<file path="config.mk">
export PLATFORM = sky130hd
export DESIGN_NAME = fb_pixel_writer
export DESIGN_NICKNAME = d
export VERILOG_FILES = /design/src/rtl/fb_pixel_writer.sv
export SDC_FILE = /design/constraint.sdc
export NUM_CORES = 1
export LEC_CHECK = 0
export CORE_MARGIN = 1.5
export CORE_UTILIZATION = 41
export DETAILED_ROUTE_END_ITERATION = 8
export PLACE_DENSITY = 0.73
export RECOVER_POWER = 100
export SETUP_SLACK_MARGIN = 0.4
export SLEW_MARGIN = 20
export SYNTH_ARGS = -nofsm -noshare
export SYNTH_HDL_FRONTEND = slang
export SYNTH_SLANG_ARGS = --single-unit
</file>
<file path="constraint.sdc">
create_clock -name clk -period 3.78 [get_ports clk]
set_clock_uncertainty 0.2 [all_clocks]
set_input_delay 0.756 -clock clk [delete_from_list [all_inputs] [get_ports clk]]
set_output_delay 0.756 -clock clk [all_outputs]
set_load 0.05 [all_outputs]
</file>
<file path="src/rtl/fb_pixel_writer.sv">
// Raster pixel stream to frame-buffer write port.
// Takes pixels over valid/ready, tracks the (h,v) cursor plus a running linear
// address, and issues one registered memory write per accepted pixel.
module fb_pixel_writer #(
   parameter int H_WIDTH   = 200,
   parameter int V_WIDTH   = 600,
   parameter int R_DEPTH   = 2,
   parameter int G_DEPTH   = 2,
   parameter int B_DEPTH   = 2,
   parameter int H_BITS    = 9,
   parameter int V_BITS    = 10,
   parameter int ADDR_BITS = 17,
   parameter int COLOR_BITS = R_DEPTH + G_DEPTH + B_DEPTH
) (
   input  logic                  clk,
   input  logic                  rst,
   input  logic                  pix_valid,
   input  logic                  pix_sof,
   input  logic [COLOR_BITS-1:0] pix_data,
   output logic                  pix_ready,
   input  logic                  wr_stall,
   output logic                  wr_en,
   output logic [ADDR_BITS-1:0]  wr_addr,
   output logic [COLOR_BITS-1:0] wr_data,
   output logic [H_BITS-1:0]     h_index,
   output logic [V_BITS-1:0]     v_index,
   output logic                  frame_done,
   output logic                  sof_err
);

   localparam logic [H_BITS-1:0] H_LAST = H_BITS'(H_WIDTH - 1);
   localparam logic [V_BITS-1:0] V_LAST = V_BITS'(V_WIDTH - 1);

   typedef enum logic {SYNC, ACTIVE} state_t;

   state_t                state, state_nxt;
   logic [H_BITS-1:0]     h_cnt, h_nxt;
   logic [V_BITS-1:0]     v_cnt, v_nxt;
   logic [ADDR_BITS-1:0]  addr_cnt, addr_nxt;
   logic                  wr_en_nxt, frame_done_nxt, sof_err_nxt;
   logic [ADDR_BITS-1:0]  wr_addr_nxt;
   logic [COLOR_BITS-1:0] wr_data_nxt;

   // Position the accepted pixel lands on: SOF always restarts at (0,0).
   logic [H_BITS-1:0]     base_h;
   logic [V_BITS-1:0]     base_v;
   logic [ADDR_BITS-1:0]  base_addr;
   logic                  accept;

   // Stall only gates acceptance; a write already registered still goes out.
   assign pix_ready = !rst && !wr_stall;
   assign accept    = pix_valid && pix_ready;
   assign base_h    = pix_sof ? '0 : h_cnt;
   assign base_v    = pix_sof ? '0 : v_cnt;
   assign base_addr = pix_sof ? '0 : addr_cnt;

   assign h_index = h_cnt;
   assign v_index = v_cnt;

   // Next-state, cursor advance and write-port values.
   always_comb begin
      state_nxt      = state;
      h_nxt          = h_cnt;
      v_nxt          = v_cnt;
      addr_nxt       = addr_cnt;
      wr_en_nxt      = 1'b0;
      wr_addr_nxt    = wr_addr;
      wr_data_nxt    = wr_data;
      frame_done_nxt = 1'b0;
      sof_err_nxt    = 1'b0;
      // In SYNC only an SOF pixel is taken; everything else is dropped.
      if (accept && (pix_sof || state == ACTIVE)) begin
         wr_en_nxt   = 1'b1;
         wr_addr_nxt = base_addr;
         wr_data_nxt = pix_data;
         sof_err_nxt = pix_sof && (state == ACTIVE);
         if (base_h == H_LAST && base_v == V_LAST) begin
            // Last pixel of the frame: rewind and wait for the next SOF.
            frame_done_nxt = 1'b1;
            h_nxt          = '0;
            v_nxt          = '0;
            addr_nxt       = '0;
            state_nxt      = SYNC;
         end else begin
            state_nxt = ACTIVE;
            addr_nxt  = base_addr + 1'b1;
            if (base_h == H_LAST) begin
               h_nxt = '0;
               v_nxt = base_v + 1'b1;
            end else begin
               h_nxt = base_h + 1'b1;
               v_nxt = base_v;
            end
         end
      end
   end

   // State, cursor and registered write port.
   always_ff @(posedge clk) begin
      if (rst) begin
         state      <= SYNC;
         h_cnt      <= '0;
         v_cnt      <= '0;
         addr_cnt   <= '0;
         wr_en      <= 1'b0;
         wr_addr    <= '0;
         wr_data    <= '0;
         frame_done <= 1'b0;
         sof_err    <= 1'b0;
      end else begin
         state      <= state_nxt;
         h_cnt      <= h_nxt;
         v_cnt      <= v_nxt;
         addr_cnt   <= addr_nxt;
         wr_en      <= wr_en_nxt;
         wr_addr    <= wr_addr_nxt;
         wr_data    <= wr_data_nxt;
         frame_done <= frame_done_nxt;
         sof_err    <= sof_err_nxt;
      end
   end

endmodule
</file>
==> summary.txt, run 1 <==
Worst setup path
  • CP Class: primary input to flop
  • CP max FO: 46
  • Worst Setup End Kind: flop
  • Critical path arrival: 3290 ps
  • CP Launch Type: primary input
  • Worst Path Required: 3790 ps

Floorplan
  • Die Y-Extent: 88.65 um
  • IO Count: 57
  • Die X: 88.65 um
  • FP Rows: 31
  • Die Footprint: 7859 um2
  • Starting Density: 41.92%
  • Core Area: 7176 um2

Run
  • Max_cap viols: 0

Pwr
  • P per Cell Area: 346.1 nW/um2
  • Leakage power: 0.001522 uW
  • Peak VDD IR: 0.0001527 V

Placement
  • Routability cong.: 0.8954
  • Buffers on Ports: 56
  • Post-DP HPWL: 5215 um

Timing
  • Sum Neg Setup Slack: 0 ps
  • Final setup viols: 0
  • Worst-Margin Slew: 831.6 ps
  • Unrepaired setup endpoints after global routing: no
  • Rel. slew slack: 44.56%
  • Tmin final: 3283 ps
  • Tcrit/Tclk final: 86.85%
  • Pins over their slew limit: 0
  • Fin. Hold Viols: 0
  • Final hold slack: 250.2 ps
  • Fmax: 304.6 MHz

CTS
  • Clock Sinks: 63
  • TritonCTS clock tree: built
  • Clock Pin Slew Worst Setup and Hold Paths: 70 ps
  • CTS H-tree depth: 3
  • Setup Buffers After CTS: 0
  • Resize count post-CTS: 0
  • Root buffer cell: clkbuf_8
  • Hold-fix buffers, CTS: 0
  • Clk_lat worst skew: 340 ps
  • Deepest clock path buffer count: 2
  • Num CTS Buffers: 9

Global routing
  • Pin count of the biggest net entering global routing: 47
  • Vias in the first global route: 2559
  • GRT met3 Usage: 3.638%
  • Most Crowded Layer GR: met2
  • Met1 usage in global routing: 27.39%
  • Global route overflow: 0
  • First-pass GRT wire length: 12430 um
  • GR Layer Usage met2: 32.58%
  • Initial antenna violation count: 0
  • GRT Util Overall: 20.38%

Status
  • Outcome: complete, no violations

Logic synthesis
  • Syn_nets: 395
  • Post-synthesis cell area: 3008 um2
  • Yosys reg bits: 63
  • Cells after synthesis: 380
  • Asr flop ratio synth: 0%
  • Synth top area cells: dfxtp_1, nand2_1, nand3_1
  • Netlist cell types: 49
  • Post-synth EDFFs: 0
  • Yosys Warn Count: 0
  • Top-area cell type share of the netlist area: 41.93%
  • Most frequent cell after synthesis: dfxtp_1
  • Synth Area per Inst: 7.915 um2
  • Largest area contributor in the netlist: dfxtp_1
  • Sequential fraction of the synthesis area: 41.93%
  • Synth cell count leaders: dfxtp_1, nand2_1, nand3_1
  • Synth Flop Type: dfxtp_1

Cells and area
  • Layout Nets: 449
  • Multi-input gate area: 1625 um2
  • Sequential Area: 1261 um2
  • Share of cells above drive strength 1: 7.062%
  • Fillers: 667
  • Area growth, synth to finish: 28.33%
  • Antenna cells: 0

Detailed routing
  • Vias: 3025
  • Final wirelength: 7794 um
  • Initial DRT Pass Iterations: 5
  • DRC: 0
  • Initial DRC count: 281
  • Post-DR vias/cell: 5.623
  • ANT nets after route: 0
  • Post-detailed-route wirelength per cell: 14.49 um

Hold path
  • Hold Crit Class: flop to flop
[critical path, stage by stage]
cell and delay [ps]:
clkdlybuf4s50_1 570, buf_4 270, o21ai_0 90, or3_2 520, clkbuf_2 530, and2_0 350
a31oi_1 140, nor2_1 50
[area by class of cell]
cell class | instances | area share, %
multi-input combinational | 286 | 42.11
sequential | 63 | 32.67
clock buffer | 12 | 3.760
clock inverter | 4 | 1.167
timing repair buffer | 66 | 16.30
inverter | 8 | 0.7780
tap | 99 | 3.209
[registers in the layout, indices dropped and copies added, names as in the netlist]
signal and cells:
wr_addr 17, addr_cnt 17, wr_data 6, state 1, frame_done 1, wr_en 1
sof_err 1, v_index 10, h_index 9
[worst paths after layout]
path | slack (ps) | to | cells after the start | start
setup / recovery | 500 | addr_cnt[1] | 8 | pix_sof
hold / removal | 250 | wr_data[2] | 2 | wr_data[2]
setup reg to reg | 1100 | addr_cnt[8] | 7 | v_index[1]
hold reg to reg | 250 | wr_data[2] | 2 | wr_data[2]
[layer usage]
metal	up-vias	share of wire, %
met5	-	0
li1	1493	-
met1	1414	46
met2	106	47
met3	12	5.0
met4	0	1.7
[power breakdown]
part | internal, uW | switching (uW) | total [uW]
registers | 669 | 3.88 | 673
clock network | 320 | 253 | 572
logic | 29.0 | 61.7 | 90.7
[placed cells by master, fill, tap and decap left out, types with 5 or more instances in the layout]
cell	Yosys	routed
buf_4	2	5
o21ai_0	29	29
nand2_1	58	58
nand4_1	9	9
clkdlybuf4s50_1	0	10
clkbuf_8	0	10
dfxtp_1	63	63
inv_1	8	8
and3_1	5	5
clkbuf_1	12	5
nor2_1	17	17
a21oi_1	29	29
dlygate4sd3_1	0	45
nor2b_1	11	11
nand3_1	41	41
nor3_1	8	8
a31oi_1	9	9
and4_1	5	5
[metrics by stage]
stage	worst slack (ps)	utilization (%)	area, um2	std cells	total power [uW]
global route	240.8	53.79	3860	538	1380
floorplan	446.6	-	3014	380	744.5
detailed placement	272.2	51.37	3686	522	780.9
CTS	610.9	54.02	3876	538	1348
global placement	333.4	51.37	3686	522	780.4
finish	496.9	53.79	3860	538	1336
[logic make-up after synthesis]
group                      after synthesis  share of synthesized area [%]
AOI/OAI and AO/OA                       92                          18.43
xor gates and xnor gates                 2                         0.5825
adders and majority gates                4                          1.664
buffers and inverters                   31                          4.284
DFF                                     63                          41.93
muxes                                    1                         0.3328
and+or+nand+nor                        187                          32.78
Power figures use the tool's default switching activity.
==> run 2, diff against run 1 <==
--- a/config.mk
+++ b/config.mk
@@ -11,6 +11,7 @@
 export PLACE_DENSITY = 0.73
 export RECOVER_POWER = 100
 export SETUP_SLACK_MARGIN = 0.4
+export SKIP_CTS_REPAIR_TIMING = 1
 export SLEW_MARGIN = 20
 export SYNTH_ARGS = -nofsm -noshare
 export SYNTH_HDL_FRONTEND = slang
==> results of run 2 <==
The final DEF is identical to that of run 1; final timing and power are the same.
==> run 3, diff against run 2 <==
--- a/config.mk
+++ b/config.mk
@@ -5,6 +5,7 @@
 export SDC_FILE = /design/constraint.sdc
 export NUM_CORES = 1
 export LEC_CHECK = 0
+export CAP_MARGIN = 20
 export CORE_MARGIN = 1.5
 export CORE_UTILIZATION = 41
 export DETAILED_ROUTE_END_ITERATION = 8
==> results of run 3 <==
The final DEF is identical to that of run 1; final timing and power are the same.
